[src/rtl/cpu_params_pkg.sv]
`default_nettype none
// ----------------------------------------------------------------------------
// cpu_params_pkg: shared RisKy1 constants for trap arbitration (modes, causes,
// interrupt priority order, trap FSM state).  Rev 1.0
// ----------------------------------------------------------------------------
package cpu_params_pkg;

  localparam logic [1:0] MODE_U = 2'd0;
  localparam logic [1:0] MODE_S = 2'd1;
  localparam logic [1:0] MODE_M = 2'd3;

  localparam int CAUSE_USI        = 0;
  localparam int CAUSE_SSI        = 1;
  localparam int CAUSE_MSI        = 3;
  localparam int CAUSE_UTI        = 4;
  localparam int CAUSE_STI        = 5;
  localparam int CAUSE_MTI        = 7;
  localparam int CAUSE_UEI        = 8;
  localparam int CAUSE_SEI        = 9;
  localparam int CAUSE_MEI        = 11;
  localparam int CAUSE_LOCAL_BASE = 16;
  localparam int NUM_STD_IRQ      = 12;

  // Local lines sit between the high and low standard groups
  localparam int NUM_PRIO_HI = 6;
  localparam int NUM_PRIO_LO = 3;
  localparam int PRIO_HI [NUM_PRIO_HI] = '{CAUSE_MEI, CAUSE_MSI, CAUSE_MTI,
                                           CAUSE_SEI, CAUSE_SSI, CAUSE_STI};
  localparam int PRIO_LO [NUM_PRIO_LO] = '{CAUSE_UEI, CAUSE_USI, CAUSE_UTI};

  typedef enum logic [1:0] {
    ST_IDLE   = 2'd0,
    ST_REQ    = 2'd1,
    ST_COMMIT = 2'd2
  } trap_state_t;

endpackage
`default_nettype wire

[src/rtl/lirq_latch.sv]
`default_nettype none
// ----------------------------------------------------------------------------
// lirq_latch: pending bit for one local interrupt line, edge-latched or level.
// Rev 1.0
// ----------------------------------------------------------------------------
module lirq_latch #(
  parameter bit EDGE = 1'b0
) (
  input  logic clk_in,
  input  logic reset_in,
  input  logic lirq_in,
  input  logic clr,
  output logic lip
);

  logic r_lip;
  assign lip = r_lip;

  generate
    if (EDGE) begin : g_edge
      logic r_prev;
      // A new edge outranks a simultaneous clear so no event is lost
      always_ff @(posedge clk_in) begin
        if (reset_in) begin
          r_prev <= 1'b0;
          r_lip  <= 1'b0;
        end else begin
          r_prev <= lirq_in;
          if (lirq_in && !r_prev) begin
            r_lip <= 1'b1;
          end else if (clr) begin
            r_lip <= 1'b0;
          end
        end
      end
    end else begin : g_level
      logic w_unused_clr;
      assign w_unused_clr = clr;
      always_ff @(posedge clk_in) begin
        if (reset_in) begin
          r_lip <= 1'b0;
        end else begin
          r_lip <= lirq_in;
        end
      end
    end
  endgenerate

endmodule
`default_nettype wire

[src/rtl/trap_arbiter.sv]
`default_nettype none
// ----------------------------------------------------------------------------
// trap_arbiter: interrupt/exception arbitration, delegation, WB handshake and
// privilege-mode ownership for RisKy1.  Rev 1.0
// ----------------------------------------------------------------------------
module trap_arbiter
  import cpu_params_pkg::*;
#(
  parameter int                   NUM_LOCAL = 4,
  parameter logic [NUM_LOCAL-1:0] EDGE_MASK = '0,
  parameter int                   PC_SZ     = 32,
  parameter int                   RSZ       = 32
) (
  input  logic                      clk_in,
  input  logic                      reset_in,
  input  logic [NUM_LOCAL-1:0]      lirq_in,
  input  logic [NUM_LOCAL-1:0]      lie,
  input  logic [NUM_LOCAL-1:0]      lip_clr,
  output logic [NUM_LOCAL-1:0]      lip,
  input  logic [11:0]               mip,
  input  logic [11:0]               mie,
  input  logic [12+NUM_LOCAL-1:0]   mideleg,
  input  logic                      mstatus_mie,
  input  logic                      mstatus_sie,
  input  logic                      mstatus_uie,
  input  logic [1:0]                mpp,
  input  logic                      spp,
  input  logic [RSZ-1:0]            mtvec,
  input  logic [RSZ-1:0]            stvec,
  input  logic [RSZ-1:0]            utvec,
  input  logic                      exc_flag,
  input  logic [RSZ-2:0]            exc_cause,
  input  logic                      mret,
  input  logic                      sret,
  input  logic                      uret,
  output logic                      trap_req,
  input  logic                      trap_ack,
  output logic [PC_SZ-1:0]          trap_pc,
  output logic [RSZ-1:0]            trap_cause,
  output logic [1:0]                trap_mode,
  output logic [1:0]                mode
);

  localparam int NI = NUM_STD_IRQ + NUM_LOCAL;

  genvar gi;
  generate
    for (gi = 0; gi < NUM_LOCAL; gi++) begin : g_lirq
      lirq_latch #(.EDGE(EDGE_MASK[gi])) u_lirq_latch (
        .clk_in   (clk_in),
        .reset_in (reset_in),
        .lirq_in  (lirq_in[gi]),
        .clr      (lip_clr[gi]),
        .lip      (lip[gi])
      );
    end
  endgenerate

  trap_state_t          r_state;
  logic [1:0]           r_mode;
  logic                 r_req;
  logic [PC_SZ-1:0]     r_pc;
  logic [RSZ-1:0]       r_cause;
  logic [1:0]           r_tmode;
  logic                 r_is_irq;

  logic [NI-1:0]        w_cand;
  logic [NI-1:0]        w_to_s;
  logic [NI-1:0]        w_elig;
  logic                 w_gie;
  logic                 w_irq_found;
  logic [RSZ-2:0]       w_irq_code;
  logic                 w_irq_to_s;
  logic [RSZ-1:0]       w_irq_tvec;
  logic [PC_SZ-1:0]     w_irq_base;
  logic [PC_SZ-1:0]     w_irq_pc;
  logic [PC_SZ-1:0]     w_exc_pc;
  logic                 w_unused;

  // U-mode trap targets are reserved and routed to M, so utvec is never read
  assign w_unused = ^utvec;

  assign w_cand = {lip & lie, mip & mie};

  always_comb begin
    w_gie = mstatus_uie;
    if (r_mode == MODE_M) begin
      w_gie = mstatus_mie;
    end else if (r_mode == MODE_S) begin
      w_gie = mstatus_sie;
    end
  end

  always_comb begin
    w_to_s = '0;
    w_elig = '0;
    for (int j = 0; j < NI; j++) begin
      w_to_s[j] = mideleg[j] && (r_mode != MODE_M);
      w_elig[j] = w_cand[j] &&
                  (((w_to_s[j] ? MODE_S : MODE_M) > r_mode) ||
                   (((w_to_s[j] ? MODE_S : MODE_M) == r_mode) && w_gie));
    end
  end

  always_comb begin
    w_irq_found = 1'b0;
    w_irq_code  = '0;
    w_irq_to_s  = 1'b0;
    for (int k = 0; k < NUM_PRIO_HI; k++) begin
      if (!w_irq_found && w_elig[PRIO_HI[k]]) begin
        w_irq_found = 1'b1;
        w_irq_code  = (RSZ-1)'(PRIO_HI[k]);
        w_irq_to_s  = w_to_s[PRIO_HI[k]];
      end
    end
    for (int i = NUM_LOCAL - 1; i >= 0; i--) begin
      if (!w_irq_found && w_elig[NUM_STD_IRQ + i]) begin
        w_irq_found = 1'b1;
        w_irq_code  = (RSZ-1)'(CAUSE_LOCAL_BASE + i);
        w_irq_to_s  = w_to_s[NUM_STD_IRQ + i];
      end
    end
    for (int k = 0; k < NUM_PRIO_LO; k++) begin
      if (!w_irq_found && w_elig[PRIO_LO[k]]) begin
        w_irq_found = 1'b1;
        w_irq_code  = (RSZ-1)'(PRIO_LO[k]);
        w_irq_to_s  = w_to_s[PRIO_LO[k]];
      end
    end
  end

  assign w_irq_tvec = w_irq_to_s ? stvec : mtvec;
  assign w_irq_base = PC_SZ'(w_irq_tvec) & ~PC_SZ'(3);
  assign w_irq_pc   = (w_irq_tvec[1:0] == 2'b01) ?
                      w_irq_base + (PC_SZ'(w_irq_code) << 2) : w_irq_base;
  assign w_exc_pc   = PC_SZ'(mtvec) & ~PC_SZ'(3);

  always_ff @(posedge clk_in) begin
    if (reset_in) begin
      r_state  <= ST_IDLE;
      r_mode   <= MODE_M;
      r_req    <= 1'b0;
      r_pc     <= '0;
      r_cause  <= '0;
      r_tmode  <= MODE_M;
      r_is_irq <= 1'b0;
    end else begin
      case (r_state)
        ST_IDLE: begin
          // Traps outrank return instructions retiring in the same cycle
          if (exc_flag) begin
            r_pc     <= w_exc_pc;
            r_cause  <= {1'b0, exc_cause};
            r_tmode  <= MODE_M;
            r_is_irq <= 1'b0;
            r_req    <= 1'b1;
            r_state  <= ST_REQ;
          end else if (w_irq_found) begin
            r_pc     <= w_irq_pc;
            r_cause  <= {1'b1, w_irq_code};
            r_tmode  <= w_irq_to_s ? MODE_S : MODE_M;
            r_is_irq <= 1'b1;
            r_req    <= 1'b1;
            r_state  <= ST_REQ;
          end else if (mret) begin
            r_mode <= mpp;
          end else if (sret) begin
            r_mode <= {1'b0, spp};
          end else if (uret) begin
            r_mode <= MODE_U;
          end
        end
        ST_REQ: begin
          if (trap_ack) begin
            r_mode  <= r_tmode;
            r_req   <= 1'b0;
            r_state <= ST_COMMIT;
          end else if (exc_flag && r_is_irq) begin
            r_pc     <= w_exc_pc;
            r_cause  <= {1'b0, exc_cause};
            r_tmode  <= MODE_M;
            r_is_irq <= 1'b0;
          end
        end
        ST_COMMIT: begin
          r_state <= ST_IDLE;
        end
        default: begin
          r_state <= ST_IDLE;
        end
      endcase
    end
  end

  assign trap_req   = r_req;
  assign trap_pc    = r_pc;
  assign trap_cause = r_cause;
  assign trap_mode  = r_tmode;
  assign mode       = r_mode;

endmodule
`default_nettype wire

[config.mk]
export PLATFORM = sky130hd
export DESIGN_NAME = trap_arbiter
export DESIGN_NICKNAME = d
export VERILOG_FILES = /design/src/rtl/cpu_params_pkg.sv /design/src/rtl/lirq_latch.sv /design/src/rtl/trap_arbiter.sv
export SDC_FILE = /design/constraint.sdc
export NUM_CORES = 1
export LEC_CHECK = 0
export ABC_AREA = 1
export CAP_MARGIN = 30
export CORE_ASPECT_RATIO = 1.75
export CORE_MARGIN = 4
export CORE_UTILIZATION = 42
export CTS_CLUSTER_DIAMETER = 120
export DETAILED_ROUTE_END_ITERATION = 16
export PLACE_DENSITY = 0.91
export SYNTH_ARGS = -nofsm -noshare
export SYNTH_HDL_FRONTEND = slang
export SYNTH_SLANG_ARGS = --single-unit
[constraint.sdc]
create_clock -name clk_in -period 7.4 [get_ports clk_in]
set_clock_uncertainty 0.05 [all_clocks]
set_input_delay 1.85 -clock clk_in [delete_from_list [all_inputs] [get_ports clk_in]]
set_output_delay 1.85 -clock clk_in [all_outputs]
set_load 0.02 [all_outputs]
==> impl_summary.md, run 1 <==
Run status
The run finished with clean final reports.

Worst setup path
Counting cells, the worst reg-to-reg path comes to 34. The capture instance of the worst register-to-register path is trap_pc[22]. The critical path arrival is 6.72 ns. The setup path with the least slack is of type in2reg. The worst-case register-to-register setup slack is 1.51 ns. The standard cell with the maximum stage delay on the critical path is fa_1.

At the worst endpoint, the required time is 7.55 ns. The startpoint class of the critical path is an input pin. The category of the worst setup path capture point is a register. The cell that appears most often on the critical path is nand2_1. The launching point of the worst reg2reg path is mode[1]. The worst stage delay on the critical path is 0.45 ns. The largest fanout on the critical path is 6.

Route
The number of search-and-repair iterations in the first detailed-routing pass is 7. Dividing the detail-routed via count by the number of cells gives 5.238. The detail-routed net length per standard cell is 15.48 um. The final routed DRC violation total is 0.

The number of DRC markers after the initial detailed-route iteration is 430. The total via count after detailed routing is 6,574. Once detail routing completed, the nets flagged for antenna violations numbered 0. The routed design has 19,430 um of wire.

Timing
Measured against its own limit, the worst slew margin works out to 52.02%. At the pin with the least slew margin, the transition time is 0.7196 ns. On the final layout, the worst hold slack is 0.4131 ns. Setup violations remaining at the end of the flow were counted as 0. Setup repair after global routing left no endpoint under its margin. The final count of hold timing violations is 0. Of the available clock period, the critical path in the final layout requires 88.90%.

The count of final max-slew check failures is 0. Based on the critical path, the design can be clocked at up to 152.0 MHz. Adding up every negative setup slack in the final design gives 0 ns.

The post-layout minimum cycle time is 6.578 ns.

Hold path
The path category of the worst min-delay check is reg2reg. The worst min-delay path endpoint is trap_cause[29]. The worst hold path cell count is 2. The worst hold path begins at trap_cause[29].

Final layout
After filler insertion, the fill cell instance count of the layout stands at 1,199. The post-route netlist has 8.764% of its cells at a drive strength greater than 1. The final net count is 1,290. The antenna diode count is 0. Cells fill 61.89% of the core in the end. The layout-stage area growth over the synthesis result is 44.87%.

The finished layout cell area is 8006 um2.

Logic synthesis
The count of warnings emitted by yosys is 0. In the synthesized netlist the dominant register cell turns out to be dfxtp_1. The area of the mapped netlist is 5527 um2. The synthesized netlist contains 47 unique library cells. A synthesized cell averages 6.189 um2. Ranked by total cell area, the synthesized netlist is headed by dfxtp_1 (26%), nand2_1 (18%), nand3_1 (8.2%). After technology mapping, the gate count stands at 893. The sequential-to-total area share from yosys stat is 26.08%. In this run, synthesis produced a sequential element count of 72. The number of synthesized flops with an enable pin is 0. The cell taking the most area after synthesis is dfxtp_1. The async set or reset register ratio after synthesis is 0%.

The share of Yosys cell area claimed by the top area cell type is 26.08%.

Global route
Global routing used 3.487% of the available met3 tracks. After global routing, the most crowded layer is met2. The initial antenna violation count is 0. For this run, global-route usage on met1 was measured as 25.09%.

In the global route stage, overall resource usage came out at 25.31%. Entering global routing, the biggest net connects 67 pins. The via count of the first global-routing pass is 6,522. Global routing consumed, on the met2 layer, 47.77% of the routing resources. Global routing finished with a remaining overflow of 0.

The first global-routing pass estimated 30,590 um of wire.

Clock network
The number of buffers added for setup after CTS is 0. CTS placed an instance of clkbuf_16 at the clock tree root. The TritonCTS clock tree is yes. The H-tree depth is 3. Counting every sink on the clock net gives 72.

The later-pin clock latency in the skew report is 0.34 ns. The clock passes through at most 2 buffers. The number of buffers inserted by hold repair at cts is 0. The post-CTS resize count is 0. The clock slew seen by the registers of the worst setup and hold paths is 0.07 ns. The number of clock buffers inserted by TritonCTS is 9.

Placement
The count of input and output buffers is 216. Once placement finished, the instance area stood at 7700 um2. Routability-driven placement finished with a final weighted congestion of 0.9406.

The estimated wirelength of the detail-placed design is 14,780 um.

Floorplan
The die is 94.71 um wide. The area of the placeable core is 12,940 um2. The I/O pin total is 265. The area enclosed by the die boundary is 15,130 um2.

The placement row count is 55. The starting density of the core is 42.72%. The height of the die is 159.7 um.

Flow run
The max-capacitance violation count is 0.

Pwr
The worst-case vdd ir drop is 0.1531 mV. Summed over all cells, the static leakage comes to 0.003553 uW. The total power per unit cell area is 283.5 nW/um2.
==> flip-flops by register name, summed over array words and instances (netlist names) <==
name and cells:
trap_req 1, r_state 2, trap_cause 32, trap_pc 30, g_lirq.u_lirq_latch.lip 4, trap_mode 1
mode 2
==> synth_stat cells, types with 6 or more instances <==
| cell | n |
|---|---|
| ha_1 | 18 |
| nand4_1 | 20 |
| inv_2 | 10 |
| nand2_1 | 269 |
| clkinv_1 | 6 |
| inv_1 | 71 |
| nor2_4 | 6 |
| dfxtp_1 | 72 |
| nand3b_1 | 7 |
| nor2_2 | 17 |
| nand3_2 | 11 |
| nor3_1 | 9 |
| a21oi_1 | 88 |
| o21ai_0 | 31 |
| xor2_1 | 8 |
| nand2_2 | 12 |
| buf_4 | 11 |
| clkbuf_1 | 28 |
| nor2_1 | 56 |
| nand3_1 | 90 |
==> layout by cell type, fill, tap and decap left out, types with 2 or more instances in the layout <==
cell and instances:
conb_1 3, inv_1 70, inv_6 3, nand3_1 89, clkinv_1 6, xor2_1 8
dfxtp_1 72, buf_4 8, nand2_2 12, o22ai_1 3, nor2_4 7, clkdlybuf4s50_1 215
nand2_4 3, nor3_1 9, clkinvlp_4 2, nor2_1 55, xnor2_1 3, a21oi_1 88
o21ai_0 31, a21oi_2 2, nand3b_1 7, o21ai_1 4, ha_1 18, nand3_2 12
nor2_2 17, inv_2 11, o211ai_1 5, nand4_1 20, clkbuf_16 9, nand2_1 269
o21bai_1 2, mux2_2 2
==> where the power goes <==
group          switching (uW)  internal [uW]  leakage [uW]  total [uW]
Sequential               42.7            462      0.000595         505
Combinational             835            500       0.00282        1330
Clock                     197            234      0.000135         430
Total                    1070           1200       0.00355        2270
==> layer usage <==
metal  vias up  part of all wire, %
li1       3287                    -
met1      2936                   35
met2       277                   53
met3        74                  5.8
met4         0                  5.7
met5         -                    0
==> worst max path at each step <==
stage	from	endpoint	cells past startpoint	slack (ns)
floorplan	mideleg[11]	trap_pc[20]	36	1.22
global placement	mideleg[3]	trap_pc[26]	33	0.63
detailed placement	mideleg[3]	trap_pc[22]	33	0.52
global route	mideleg[7]	trap_pc[26]	35	0.36
CTS	mideleg[3]	trap_pc[22]	33	0.87
finish	mideleg[11]	trap_pc[22]	34	0.82
==> logic make-up after synthesis <==
| logic type | Yosys count | synth area share [%] |
|---|---|---|
| adders and majority gates | 19 | 4.437 |
| DFF | 72 | 26.08 |
| and+or+nand+nor | 505 | 42.25 |
| muxes | 3 | 0.5886 |
| AOI/OAI and AO/OA | 143 | 13.90 |
| xor gates and xnor gates | 11 | 1.743 |
| other | 2 | 0.1359 |
| buffers and inverters | 138 | 10.87 |
==> layout make-up <==
| cell class | instances | area [um2] | area share (%) |
|---|---|---|---|
| sequential | 72 | 1441 | 18.00 |
| clock inverter | 7 | 61.31 | 0.7657 |
| multi-input combinational | 684 | 3501 | 43.73 |
| inverter | 87 | 326.6 | 4.079 |
| timing repair buffer | 225 | 2237 | 27.94 |
| clock buffer | 9 | 225.2 | 2.813 |
| tap | 171 | 214.0 | 2.672 |
==> metrics by stage <==
| stage | cells | worst slack, ns | power (uW) |
|---|---|---|---|
| 2_1_floorplan | 894 | 1.224 | 1422 |
| 3_3_place_gp | 1238 | 0.6307 | 1797 |
| 3_5_place_dp | 1238 | 0.5235 | 1827 |
| 4_1_cts | 1254 | 0.8717 | 2264 |
| 5_1_grt | 1255 | 0.3604 | 2437 |
| 6_report | 1255 | 0.8217 | 2269 |
==> critical path, delay by kind of cell <==
kind	cells	cell delay, ns
and+or+nand+nor	23	2.61
adders and majority gates	2	0.72
AOI/OAI and AO/OA	4	0.82
buffers and inverters	5	0.70
Power figures use the tool's default switching activity.
==> run 2: changes to the inputs <==
- ABC_CLOCK_PERIOD_IN_PS: not set -> 7400
- CORE_ASPECT_RATIO: 1.75 -> 1.25
==> impl_summary.md, run 2 (synthesis gave the netlist of run 1 again) <==
Run status
The run finished with clean final reports.

Timing
The count of final max-slew check failures was 0. The maximum clock rate is 152.1 MHz. Dividing the final minimum period by the clock period gives 88.83%. The setup TNS after final layout is 0 ns.

The final count of hold timing violations came to 0. The worst-case headroom to the max-slew limit is 32.51%. On the final layout, the worst hold slack is 0.4141 ns. Setup violations remaining at the end of the flow were counted as 0.

For the pin with the worst max-slew slack, the measured transition is 1.011 ns. Setup repair after global routing left no endpoint under its margin. The post-layout minimum cycle time is 6.574 ns.

Clock network
The post-CTS resize count is 0. The tree is rooted in a clkbuf_16. The later pin in the worst-skew pair is clocked with a latency of 0.33 ns. The H-tree depth is 3. The TritonCTS sink count is 72. The TritonCTS clock tree is yes. The clock slew seen by the registers of the worst setup and hold paths is 0.07 ns.

The number of buffers added for setup after CTS is 0. The number of clock buffers inserted by TritonCTS is 9. The maximum clock insertion buffer count is 2. The number of hold buffers added after CTS was 0.

Pwr
Sequential cells account for 22.1% of the total power. The switching part of the total is 46.09%. The net switching power is 1043 uW.

VDD sags by at most 0.1685 mV. The internal portion of total power is 1220 uW. The clock network accounts for 19.5% of the total power. Summed over all cells, the static leakage comes to 0.003554 uW.

The share of total power in combinational logic is 58.5%. For this design the ratio of total power to cell area is 283.1 nW/um2. Total power for the finished layout comes to 2264 uW.

Placement
Once detailed placement completed, the half-perimeter wirelength came to 14,470 um. The count of buffers added on input and output ports is 216. After detailed placement, the total cell area comes to 7699 um2. The final weighted congestion in routability-driven placement is 0.9328.

Worst setup path
The startpoint class of the critical path is an input pin. On the critical path, the stage with the largest delay is an instance of fa_1. The launching point of the worst reg2reg path is mode[1]. In this run the worst setup path begins at mideleg[11]. Among cell families on the critical path, the largest total delay comes from simple AND/OR/NAND/NOR gates. Counting buffers and inverters, the worst setup path is 32 cells deep.

The worst register-to-register path ends at trap_pc[18]. The worst setup path is captured at a register. In this run the register-to-register setup slack is 1.77 ns. The count of cells along the worst register-to-register path is 32.

The dominant cell type by count on the critical path is nand2_1. STA puts the critical path data required time at 7.54 ns. In this run the worst path has a maximum fanout of 6.

The worst stage delay on the critical path is 0.44 ns. The critical path is of the in2reg type. For the worst setup path, the data arrival time is 6.72 ns. Together, buffers and inverters on the worst path number 5.

Global route
The first global-routing pass estimated 29,950 um of wire. The global router's overall resource usage is 24.09%. The via count of the first global-routing pass is 6,092. The global-route congestion overflow total is 0. The initial antenna violation count is 0. The maximum number of pins on one net before global-route repair is 67.

Hold path
For hold timing, the worst endpoint is trap_pc[15]. The worst hold path cell count is 2. The startpoint of the lowest-slack hold path is trap_pc[15].

The path category of the worst min-delay check is reg2reg.

Route
The number of search-and-repair iterations in the first detailed-routing pass is 7. Detailed routing placed a total of 927 um of wire on met3. In the final routed layout, each cell accounts on average for 15.00 um.

In the routed design, unresolved DRC markers number 0. The total via count after detailed routing is 6,409. The detail-routed via count per cell is 5.119.

The detailed router used layers up to and including met4. The number of DRC markers after the initial detailed-route iteration is 377. The antenna violation net count after detailed routing is 0. The post-route met1 wirelength is 7740 um. The met2 layer wire length in the routed design is 9364 um.

Wires add up to 18,780 um.

Floorplan
The width of the chip is 110.6 um. The die covers 15,070 um2. The floorplan has 46 rows. The height of the die is 136.3 um.

Pin placement for this block handled 265 I/O pins. The area of the placeable core is 12,780 um2. The initial utilization of the core area, before any placement, comes to 43.25%.

Final layout
The share of layout cells above drive strength 1 is 8.672%. The top cell types in the final layout, fill and taps aside, are nand2_1 (269), clkdlybuf4s50_1 (215), nand3_1 (89). The net count of the finished layout is 1,290.

Leaving out fill and tap cells, the most frequent cell in the layout is nand2_1. The area taken by flip-flops and latches is 1441 um2. Once layout is done, the placed cells without fillers occupy 7996 um2.

The repair_antennas step left the layout with diodes totalling 0. Fill cells in the final layout number 1,185. The utilization after layout is 62.58%. The register with the most flip-flops in the layout has 32 of them. The area of combinational cells with multiple inputs is 3496 um2. Compared with the post-synthesis result, the final layout area differs by 44.69%.

Flow run
The tool flagged a number of max-cap violations equal to 0.
run 2: cell count changes in the layout (fill, tap and decap cells not counted):
cell        before  now
bufinv_16        0    1
buf_4            8    9
inv_6            3    1
clkinvlp_4       2    1
clkinv_2         0    1
clkbuf_1         0    1
nor2_2          17   18
inv_8            1    0
buf_12           1    0
clkinv_4         1    2
nor2_4           7    6
run 2: worst max-delay path by stage:
stage	to	slack, ns
after detailed placement	trap_pc[18]	0.50
after global routing	trap_pc[20]	0.31
after floorplan	trap_pc[20]	1.22
after CTS	trap_pc[18]	0.83
after global placement	trap_pc[18]	0.61
final	trap_pc[18]	0.83
run 2: power groups by stage:
stage                     clock [uW]  combinational (uW)  sequential [uW]
after global routing             463                1470              510
after CTS                        448                1330              500
after global placement             0                1290              504
after detailed placement           0                1320              507
final                            441                1320              500
after floorplan                    0                 828              594
run 2: through the flow:
step | setup slack [ns] | instances
3_5_place_dp | 0.5043 | 1236
6_report | 0.8264 | 1252
2_1_floorplan | 1.224 | 894
3_3_place_gp | 0.6120 | 1236
4_1_cts | 0.8263 | 1252
5_1_grt | 0.3119 | 1252
run 2: per-layer routing:
layer | vias to the layer above | global-route usage, %
met4 | 0 | 10.54
met1 | 2856 | 28.66
met2 | 229 | 43.25
met5 | - | 0
li1 | 3278 | -
met3 | 46 | 3.384
run 2: worst register-to-register path, delay by kind of cell (launching register included):
kind	cells	cell delay, ns
AO/OA/AOI/OAI	6	1.30
AND/OR/NAND/NOR	20	2.45
flip-flops	1	0.29
buffers and inverters	4	0.69
adder cells (fa/ha/maj)	2	0.70
run 2: layout make-up:
type | count | share of cell area, %
clock buffers | 10 | 2.863
clock inverters | 6 | 0.8606
inverters | 87 | 4.084
multi-input cells | 684 | 43.72
flip-flops and latches | 72 | 18.03
well taps | 168 | 2.629
repair buffers | 225 | 27.82
